**config.mk**
```make
export PLATFORM = sky130hd
export DESIGN_NAME = marc_mc_control
export DESIGN_NICKNAME = d
export VERILOG_FILES = /design/src/rtl/marc_pkg.sv /design/src/rtl/marc_branch_eval.sv /design/src/rtl/marc_mc_control.sv
export SDC_FILE = /design/constraint.sdc
export NUM_CORES = 1
export LEC_CHECK = 0
export CORE_MARGIN = 2
export CORE_UTILIZATION = 41
export CTS_CLUSTER_SIZE = 24
export DETAILED_ROUTE_END_ITERATION = 6
export GPL_TIMING_DRIVEN = 0
export HOLD_SLACK_MARGIN = 0.15
export PLACE_DENSITY = 0.8
export RECOVER_POWER = 100
export SETUP_SLACK_MARGIN = 0.02
export SYNTH_ARGS = -nofsm -noshare
export SYNTH_HDL_FRONTEND = slang
export SYNTH_SLANG_ARGS = --single-unit
```
**constraint.sdc**
```tcl
create_clock -name i_clk -period 2.83 [get_ports i_clk]
set_clock_uncertainty 0.05 [all_clocks]
set_input_delay 0.849 -clock i_clk [delete_from_list [all_inputs] [get_ports i_clk]]
set_output_delay 0.849 -clock i_clk [all_outputs]
set_load 0.02 [all_outputs]
```
**src/rtl/marc_pkg.sv**
```systemverilog
// Shared encodings for the mARC multi-cycle control unit: FSM states, opcodes,
// branch conditions, PC/writeback selects and trap causes.
package marc_pkg;

    typedef enum logic [2:0] {
        S_FETCH  = 3'd0,
        S_DECODE = 3'd1,
        S_EXEC   = 3'd2,
        S_MEM    = 3'd3,
        S_WB     = 3'd4,
        S_TRAP   = 3'd5
    } state_t;

    localparam logic [4:0] OP_ALUCC = 5'b00101;
    localparam logic [4:0] OP_LD    = 5'b00110;
    localparam logic [4:0] OP_ST    = 5'b00111;
    localparam logic [4:0] OP_BR    = 5'b01001;
    localparam logic [4:0] OP_SETLO = 5'b01010;
    localparam logic [4:0] OP_SETHI = 5'b01011;
    localparam logic [4:0] OP_CALL  = 5'b11111;

    localparam logic [2:0] COND_JMPL = 3'b000;
    localparam logic [2:0] COND_BA   = 3'b001;
    localparam logic [2:0] COND_BE   = 3'b010;
    localparam logic [2:0] COND_BNE  = 3'b011;
    localparam logic [2:0] COND_BNEG = 3'b100;
    localparam logic [2:0] COND_BCS  = 3'b101;
    localparam logic [2:0] COND_BVS  = 3'b110;
    localparam logic [2:0] COND_ILL  = 3'b111;

    localparam logic [1:0] PC_HOLD   = 2'b00;
    localparam logic [1:0] PC_BRANCH = 2'b01;
    localparam logic [1:0] PC_REG    = 2'b10;
    localparam logic [1:0] PC_TRAP   = 2'b11;

    localparam logic [1:0] WB_ALU  = 2'b00;
    localparam logic [1:0] WB_MEM  = 2'b01;
    localparam logic [1:0] WB_LINK = 2'b10;
    localparam logic [1:0] WB_IMM  = 2'b11;

    localparam logic [1:0] CAUSE_NONE    = 2'b00;
    localparam logic [1:0] CAUSE_ILLEGAL = 2'b01;
    localparam logic [1:0] CAUSE_TIMEOUT = 2'b10;
    localparam logic [1:0] CAUSE_IRQ     = 2'b11;

endpackage

```
**src/rtl/marc_branch_eval.sv**
```systemverilog
// Branch condition evaluator: PSR flags + 3-bit condition -> taken / illegal.
module marc_branch_eval
    import marc_pkg::*;
(
    input  logic [2:0] i_cond,
    input  logic [3:0] i_flags,      // [3]=N [2]=Z [1]=V [0]=C
    output logic       o_taken,
    output logic       o_illegal
);

    always_comb begin
        o_taken   = 1'b0;
        o_illegal = 1'b0;
        case (i_cond)
            COND_JMPL: o_taken = 1'b1;
            COND_BA:   o_taken = 1'b1;
            COND_BE:   o_taken = i_flags[2];
            COND_BNE:  o_taken = ~i_flags[2];
            COND_BNEG: o_taken = i_flags[3];
            COND_BCS:  o_taken = i_flags[0];
            COND_BVS:  o_taken = i_flags[1];
            default:   o_illegal = 1'b1;
        endcase
    end

endmodule

```
**src/rtl/marc_mc_control.sv**
```systemverilog
// mARC multi-cycle control unit: fetch/decode/exec/mem/wb sequencing with a
// timed-out memory handshake, branch evaluation and trap generation.
module marc_mc_control
    import marc_pkg::*;
#(
    parameter int IW          = 16,
    parameter int OPW         = 5,
    parameter int ALUW        = 4,
    parameter int MEM_TIMEOUT = 15,
    parameter int TOW         = 4
) (
    input  logic            i_clk,
    input  logic            i_reset,
    input  logic [IW-1:0]   i_instruction,
    input  logic [4:0]      i_status,
    input  logic            i_mem_ready,
    input  logic            i_irq,
    output logic            o_mem_req,
    output logic            o_rw_mem,
    output logic            o_ir_load,
    output logic            o_pc_inc,
    output logic [1:0]      o_pc_sel,
    output logic            o_reg_we,
    output logic [1:0]      o_wb_sel,
    output logic [ALUW-1:0] o_alu_op,
    output logic            o_psr_we,
    output logic            o_trap,
    output logic [1:0]      o_trap_cause
);

    state_t         r_state;
    state_t         w_next;
    logic [TOW-1:0] r_count;
    logic [1:0]     r_trap_cause;

    logic [OPW-1:0] w_opcode;
    logic           w_taken;
    logic           w_cond_ill;
    logic           w_timeout;
    logic           w_wait;
    logic [1:0]     w_cause;
    state_t         w_ret_state;
    logic [1:0]     w_ret_cause;
    logic           w_unused;

    assign w_opcode  = i_instruction[IW-1 -: OPW];
    assign w_timeout = (r_count == TOW'(MEM_TIMEOUT - 1));
    assign w_unused  = ^i_instruction;

    marc_branch_eval u_branch_eval (
        .i_cond    (i_instruction[10:8]),
        .i_flags   (i_status[3:0]),
        .o_taken   (w_taken),
        .o_illegal (w_cond_ill)
    );

    // Every completed instruction returns to FETCH unless an enabled irq diverts it.
    always_comb begin
        w_ret_state = S_FETCH;
        w_ret_cause = CAUSE_NONE;
        if (i_irq && i_status[4]) begin
            w_ret_state = S_TRAP;
            w_ret_cause = CAUSE_IRQ;
        end
    end

    always_comb begin
        w_next    = r_state;
        w_cause   = CAUSE_NONE;
        w_wait    = 1'b0;
        o_mem_req = 1'b0;
        o_rw_mem  = 1'b0;
        o_ir_load = 1'b0;
        o_pc_inc  = 1'b0;
        o_pc_sel  = PC_HOLD;
        o_reg_we  = 1'b0;
        o_wb_sel  = WB_ALU;
        o_alu_op  = '0;
        o_psr_we  = 1'b0;
        o_trap    = 1'b0;
        if (!i_reset) begin
            case (r_state)
                S_FETCH: begin
                    o_mem_req = 1'b1;
                    if (i_mem_ready) begin
                        o_ir_load = 1'b1;
                        o_pc_inc  = 1'b1;
                        w_next    = S_DECODE;
                    end else if (w_timeout) begin
                        w_next  = S_TRAP;
                        w_cause = CAUSE_TIMEOUT;
                    end else begin
                        w_wait = 1'b1;
                    end
                end
                S_DECODE: begin
                    case (w_opcode)
                        OPW'(OP_ALUCC), OPW'(OP_SETLO),
                        OPW'(OP_SETHI), OPW'(OP_CALL): w_next = S_EXEC;
                        OPW'(OP_LD), OPW'(OP_ST):      w_next = S_MEM;
                        OPW'(OP_BR): begin
                            if (w_cond_ill) begin
                                w_next  = S_TRAP;
                                w_cause = CAUSE_ILLEGAL;
                            end else begin
                                w_next = S_EXEC;
                            end
                        end
                        default: begin
                            w_next  = S_TRAP;
                            w_cause = CAUSE_ILLEGAL;
                        end
                    endcase
                end
                S_EXEC: begin
                    case (w_opcode)
                        OPW'(OP_ALUCC): begin
                            o_reg_we = 1'b1;
                            o_wb_sel = WB_ALU;
                            o_psr_we = 1'b1;
                            o_alu_op = i_instruction[ALUW-1:0];
                        end
                        OPW'(OP_SETLO), OPW'(OP_SETHI): begin
                            o_reg_we = 1'b1;
                            o_wb_sel = WB_IMM;
                        end
                        OPW'(OP_CALL): begin
                            o_reg_we = 1'b1;
                            o_wb_sel = WB_LINK;
                            o_pc_sel = PC_BRANCH;
                        end
                        OPW'(OP_BR): begin
                            if (i_instruction[10:8] == COND_JMPL) begin
                                o_pc_sel = PC_REG;
                                o_reg_we = 1'b1;
                                o_wb_sel = WB_LINK;
                            end else if (w_taken) begin
                                o_pc_sel = PC_BRANCH;
                            end
                        end
                        default: ;
                    endcase
                    w_next  = w_ret_state;
                    w_cause = w_ret_cause;
                end
                S_MEM: begin
                    o_mem_req = 1'b1;
                    o_rw_mem  = (w_opcode == OPW'(OP_ST));
                    if (i_mem_ready) begin
                        if (w_opcode == OPW'(OP_ST)) begin
                            w_next  = w_ret_state;
                            w_cause = w_ret_cause;
                        end else begin
                            w_next = S_WB;
                        end
                    end else if (w_timeout) begin
                        w_next  = S_TRAP;
                        w_cause = CAUSE_TIMEOUT;
                    end else begin
                        w_wait = 1'b1;
                    end
                end
                S_WB: begin
                    o_reg_we = 1'b1;
                    o_wb_sel = WB_MEM;
                    w_next   = w_ret_state;
                    w_cause  = w_ret_cause;
                end
                S_TRAP: begin
                    o_trap   = 1'b1;
                    o_pc_sel = PC_TRAP;
                    w_next   = S_FETCH;
                end
                default: w_next = S_FETCH;
            endcase
        end
    end

    always_ff @(posedge i_clk or posedge i_reset) begin
        if (i_reset) begin
            r_state      <= S_FETCH;
            r_count      <= '0;
            r_trap_cause <= CAUSE_NONE;
        end else begin
            r_state <= w_next;
            // Waiting only happens while staying put, so any state change clears the count.
            if (w_wait) r_count <= r_count + TOW'(1);
            else        r_count <= '0;
            if (w_next == S_TRAP && r_state != S_TRAP) r_trap_cause <= w_cause;
        end
    end

    assign o_trap_cause = r_trap_cause;

endmodule

```
==> results.yml, run 1 <==
clock_tree:
  cts.clk_slew.worst_paths_ns: 0.06
  cts_inserted_buffers: 3
  clk_latency_ns: 0.25
  htreeDepth: 1
  clk_root_buffer_cell: "clkbuf_4"
  tritoncts: "done"
  ctsLongestPathBuffers: 2
  cts.sinks: 9
die:
  core_sq_um: 2170
  start_util_pct: 42.16
  fp.dieArea_sq_um: 2625
  num_rows: 17
  die_y_um: 51.23
  fp.dieW_um: 51.23
  io_pins: 42
pwr:
  p_per_area_nw_per_um2: 519.2
  p_leak_nw: 0.6402
  seq_power_share_pct: 23.8
  power.share.switching_pct: 44.03
  p_comb_share_pct: 63.7
  p_sw_w: 0.0003335
  power.share.clock_pct: 12.5
  internal_power_w: 0.0004239
  vdd_ir_drop_max_mv: 0.3693
  finalPower_w: 0.0007574
setup_path:
  cp_slowest_stage_delay_ns: 0.40
  startpoint: "i_instruction[15]"
  required_ns: 1.93
  rrSetupSlack_ns: 0.93
  crit_arrival_ns: 2.14
  cp-start-kind: "input port"
  end_kind: "output port"
  crit_slowest_cell: "o211ai_1"
  crit_chain: "buf_2, and3_1, o211ai_1, nand3_2, a21oi_2, nor3_4, buf_6"
  setup.worst_path.class: "input port to output port"
  crit_fanout: 4
  r2r-start: "r_state[2]"
logic_synthesis:
  ys_types: 41
  syn-num-nets: 145
  ys_ff_latch: 9
  ys_warn_count: 0
  yosysTopAreaCellShare_pct: 24.62
  syn_inst: 118
  syn_area_per_cell_sq_um: 7.751
  yosys.area.top_type: "dfrtp_1"
  ys_seq_area_share_pct: 24.62
  synth.area.top_cells: "dfrtp_1 (25%), nor2_1 (5.7%), a21oi_1 (5.5%)"
  netlist_area_sq_um: 914.6
grt:
  overflow: 0
  grt_use_total_pct: 24.06
  first_global_vias: 1086
  grt_antenna_before_repair: 0
  grt_max_degree: 11
  grt_pass1_wl_mm: 4.795
placed_design:
  place.gp.congestion: 0.9092
  pre_cts_ws_ns: -1.295
  io_buffers: 37
  hpwlAfterDp_mm: 2.007
flow_run:
  max_cap_viol_count: 0
drt:
  drt_iter0_drc: 27
  drc_errors: 0
  via_per_inst: 5.556
  num_vias: 1100
  firstDrtPassIters: 4
  antenna_left: 0
  routed_wl_mm: 2.979
  wl_per_cell_um: 15.05
finish:
  nets: 198
  fillCellCount: 186
  utilization_pct: 67.24
  area_growth_pct: 59.51
  n_antenna_cell: 0
  drive_above_1_share_pct: 42.94
sta:
  rsz0062_at_grt: "yes"
  whs_ns: 0.4358
  hold_viol_final: 0
  worst_slack_ns: -0.2102
  max_slew_margin_pct: 65.70
  tightestPinTransition_ns: 0.5145
  finalSetupViolCount: 10
  fmax_mhz: 328.9
  drv_slew: 0
  min_period_ns: 3.040
  period_share_pct: 107.4
run_status:
  status: "complete, but fails checks"
  failed_checks: "negative setup slack"
hold_path:
  hold_path.class: "flip-flop to flip-flop"
  worstHoldStart: "r_count[0]"
==> cells by family after synthesis <==
family                     after synthesis  synth area share, %
and+or+nand+nor                         64                39.26
AOI/OAI and AO/OA                       31                25.17
buffers and inverters                   10                6.292
DFF                                      9                24.62
xor gates and xnor gates                 2                1.916
adders and majority gates                2                2.736
==> flip-flops by register name (all words and copies together), names as in the netlist <==
| signal | flops |
|---|---|
| r_count | 4 |
| r_state | 3 |
| o_trap_cause | 2 |
==> cell usage after synthesis (all sizes together) <==
| library cell | number |
|---|---|
| a211oi | 1 |
| a21oi | 10 |
| a22o | 2 |
| a22oi | 1 |
| a31oi | 5 |
| a41oi | 3 |
| and2 | 6 |
| and2b | 3 |
| and3 | 1 |
| and4 | 1 |
| and4bb | 1 |
| buf | 4 |
| clkbuf | 1 |
| dfrtp | 9 |
| ha | 2 |
| inv | 5 |
| nand2 | 12 |
| nand2b | 2 |
| nand3 | 10 |
| nand3b | 1 |
| nand4 | 2 |
| nor2 | 14 |
| nor3 | 6 |
| nor3b | 2 |
| o2111a | 1 |
| o211ai | 2 |
| o21ai | 6 |
| or2 | 1 |
| or3 | 1 |
| or4 | 1 |
| xnor2 | 1 |
| xor2 | 1 |
==> layout make-up <==
cell class                      instances  area (sq um)  share of cell area (%)
Tap cell                               28         35.03                   2.401
Inverter                                5         22.52                   1.544
Buffer                                  5         38.79                   2.659
Multi-Input combinational cell         99         732.0                   50.17
Sequential cell                         9         225.2                   15.44
Clock buffer                            4         26.28                   1.801
Timing Repair Buffer                   48         379.1                   25.99
==> path summary, 6_finish.rpt <==
path,cells after the start,end
max in group asynchronous,5,r_state[2]
min in group asynchronous,5,r_count[0]
worst max register to register,7,o_trap_cause[1]
worst max-delay path,7,o_reg_we
worst min register to register,1,r_count[0]
worst min-delay path,1,r_count[0]
==> critical path, delay by kind of cell <==
family          cells  cell delay (ns)
buf+inv             2             0.27
simple gates        3             0.40
compound gates      2             0.62
==> layer usage <==
layer	GRT usage, %	vias up	share of wire [%]
met5	0	-	0
met4	12.72	0	2.1
met3	4.386	6	6.9
met2	44.59	49	52
met1	25.59	508	39
li1	-	537	-
==> stage by stage <==
stage / TNS, ns / cell area (sq um) / std cells
floorplan: -0.5099 / 940.9 / 118
finish: -1.001 / 1459 / 198
global route: -1.828 / 1459 / 198
CTS: -0.4226 / 1473 / 197
global placement: -13.76 / 1346 / 183
detailed placement: -14.20 / 1346 / 183
==> placed cells by master, fill, tap and decap left out, types with 5 or more instances in the layout <==
cell type / n
buf_2: 9
and2_1: 5
buf_4: 16
a21oi_1: 8
nand3_1: 6
clkdlybuf4s50_1: 9
nor2_1: 10
nand2_1: 10
buf_6: 5
dfrtp_1: 9
==> power by group through the flow <==
| stage | registers (W) | logic, W | clock network (W) |
|---|---|---|---|
| 3_3_place_gp | 0.000179 | 0.000460 | 0 |
| 5_1_grt | 0.000184 | 0.000520 | 0.000105 |
| 2_1_floorplan | 0.000193 | 0.000303 | 0 |
| 4_1_cts | 0.000181 | 0.000479 | 0.0000980 |
| 3_5_place_dp | 0.000183 | 0.000468 | 0 |
| 6_report | 0.000180 | 0.000482 | 0.0000949 |
==> repair_timing <==
item	in CTS	in global routing
setup buffers	10	2
endpoints found under the hold margin	0	0
endpoints found under the setup margin	15	14
hold buffers	0	0
resized for setup	111	28
pin swaps	12	7
cloned	0	0
(Power assumes the default switching activity.)
==> run 2: changes to the inputs <==
CAP_MARGIN = 10   (was not set)
CORE_UTILIZATION = 50   (was 41)
DONT_BUFFER_PORTS = 1   (was not set)
PLACE_DENSITY = not set   (was 0.8)
==> run 2 against run 1 <==
Net effect: the flow still finishes with violations (negative setup slack); first-iteration DRC count is 52% lower; die area decreased by 17%; maximum frequency is 6.3% higher; count of clock-buffer cells in the layout did not move; wire length decreased by 27%; via count fell by 20%; clock power grew 4.0%; total power fell by 14%; register-to-register slack got worse by 0.14 ns; largest cell class unchanged.
==> results.yml, run 2 (same netlist as run 1, synthesis figures left out) <==
drt:
  drt_iter0_drc: 13
  num_vias: 879
  antenna_left: 0
  drc_errors: 0
  via_per_inst: 5.899
  wl_per_cell_um: 14.54
  firstDrtPassIters: 4
  routed_wl_mm: 2.166
pwr:
  vdd_ir_drop_max_mv: 0.5300
  p_sw_w: 0.0002978
  finalPower_w: 0.0006524
  power.share.switching_pct: 45.65
  seq_power_share_pct: 29.9
  p_comb_share_pct: 54.9
  power.share.clock_pct: 15.1
  p_leak_nw: 0.4182
  internal_power_w: 0.0003546
  p_per_area_nw_per_um2: 620.0
die:
  fp.dieW_um: 46.77
  num_rows: 15
  start_util_pct: 52.97
  die_y_um: 46.77
  io_pins: 42
  core_sq_um: 1727
  fp.dieArea_sq_um: 2187
placed_design:
  place.gp.congestion: 0.8151
  hpwlAfterDp_mm: 1.718
  io_buffers: 0
  pre_cts_ws_ns: -0.2142
sta:
  drv_slew: 0
  rsz0062_at_grt: "yes"
  worst_slack_ns: -0.03081
  tightestPinTransition_ns: 0.6435
  min_period_ns: 2.861
  hold_viol_final: 0
  period_share_pct: 101.1
  max_slew_margin_pct: 56.77
  fmax_mhz: 349.6
  finalSetupViolCount: 2
grt:
  grt_antenna_before_repair: 0
  grt_max_degree: 11
  grt_use_total_pct: 21.17
  grt_pass1_wl_mm: 3.325
  overflow: 0
  first_global_vias: 783
setup_path:
  crit_arrival_ns: 1.96
  end_kind: "output port"
  r2r_cells: 7
  required_ns: 1.93
  rrSetupSlack_ns: 0.79
  setup.worst_path.class: "input port to output port"
  r2r_end: "o_trap_cause[1]"
  cp-start-kind: "input port"
  crit_fanout: 7
  r2r-start: "r_state[1]"
clock_tree:
  cts.sinks: 9
  ctsLongestPathBuffers: 2
  tritoncts: "done"
  cts.clk_slew.worst_paths_ns: 0.06
  clk_root_buffer_cell: "clkbuf_4"
  clk_latency_ns: 0.26
  cts_inserted_buffers: 3
  htreeDepth: 1
finish:
  drive_above_1_share_pct: 30.65
  area_growth_pct: 15.05
  top_register: "r_count"
  fillCellCount: 168
  final_cell_mix: "nand2_1 (12), nor2_1 (12), dfrtp_1 (9), a21oi_1 (8), nand3_1 (7)"
  largest_register_ffs: 4
  n_antenna_cell: 0
  nets: 152
hold_path:
  min_to: "r_count[0]"
  worstHoldStart: "r_count[0]"
  hold_path.class: "flip-flop to flip-flop"
  worstHoldPathCells: 1
run_status:
  failed_checks: "negative setup slack"
  status: "complete, but fails checks"
flow_run:
  max_cap_viol_count: 0
-- run 2: metal layers --
| layer | up-vias | wire length (um) | global-route usage, % | part of all wire [%] |
|---|---|---|---|---|
| met5 | - | 0 | 0 | 0 |
| met4 | 0 | 0 | 5.000 | 0 |
| met3 | 0 | 185 | 3.462 | 8.5 |
| met2 | 36 | 995 | 34.52 | 46 |
| met1 | 401 | 986 | 29.57 | 46 |
| li1 | 442 | - | - | - |
-- run 2: how the worst max path moves through the flow --
stage | startpoint | end | cells after the start
floorplan | i_instruction[12] | o_reg_we | 6
global placement | i_instruction[12] | o_reg_we | 6
detailed placement | i_instruction[14] | o_alu_op[0] | 4
CTS | i_instruction[12] | o_reg_we | 6
global route | i_instruction[12] | o_reg_we | 6
finish | i_instruction[12] | o_reg_we | 6
-- run 2: stage by stage --
stage,util [%],hold slack (ns),TNS [ns],std cells,instance area (sq um)
CTS,60.65,0.4387,-0.05490,149,1047
floorplan,-,0.4020,-0.5099,118,940.9
finish,60.94,0.4410,-0.03460,149,1052
global placement,56.30,0.4204,-1.382,143,972.2
detailed placement,56.30,0.4305,-1.572,143,972.2
global route,60.94,0.4682,-0.1855,149,1052
-- run 2: area by class of cell --
| type | count | area [sq um] | share of cell area (%) |
|---|---|---|---|
| multi-input combinational | 99 | 699.4 | 66.47 |
| clock buffer | 4 | 26.28 | 2.497 |
| timing repair buffer | 2 | 11.26 | 1.070 |
| tap | 25 | 31.28 | 2.973 |
| inverter | 5 | 18.77 | 1.784 |
| sequential | 9 | 225.2 | 21.40 |
| buffer | 5 | 40.04 | 3.805 |
-- run 2: timing repair --
| action | CTS | global route |
|---|---|---|
| pin swaps | 5 | 1 |
| hold endpoints to repair | 0 | 0 |
| gates resized for setup | 10 | 8 |
| buffers inserted | 2 | 0 |
| hold buffers | 0 | 0 |
| setup endpoints to repair | 10 | 7 |
-- run 2: critical path, stage by stage --
cell and delay (ns):
and2b_2 0.20, nand3_2 0.06, or4_4 0.45, nand3_2 0.10
a21oi_2 0.07, nor3_4 0.23
-- run 2: power groups by stage --
stage / clock network, W / registers, W / logic, W
after floorplan: 0 / 0.000193 / 0.000303
after global placement: 0 / 0.000196 / 0.000351
after detailed placement: 0 / 0.000198 / 0.000356
after CTS: 0.000102 / 0.000195 / 0.000364
after global routing: 0.000109 / 0.000198 / 0.000393
final: 0.0000987 / 0.000195 / 0.000358
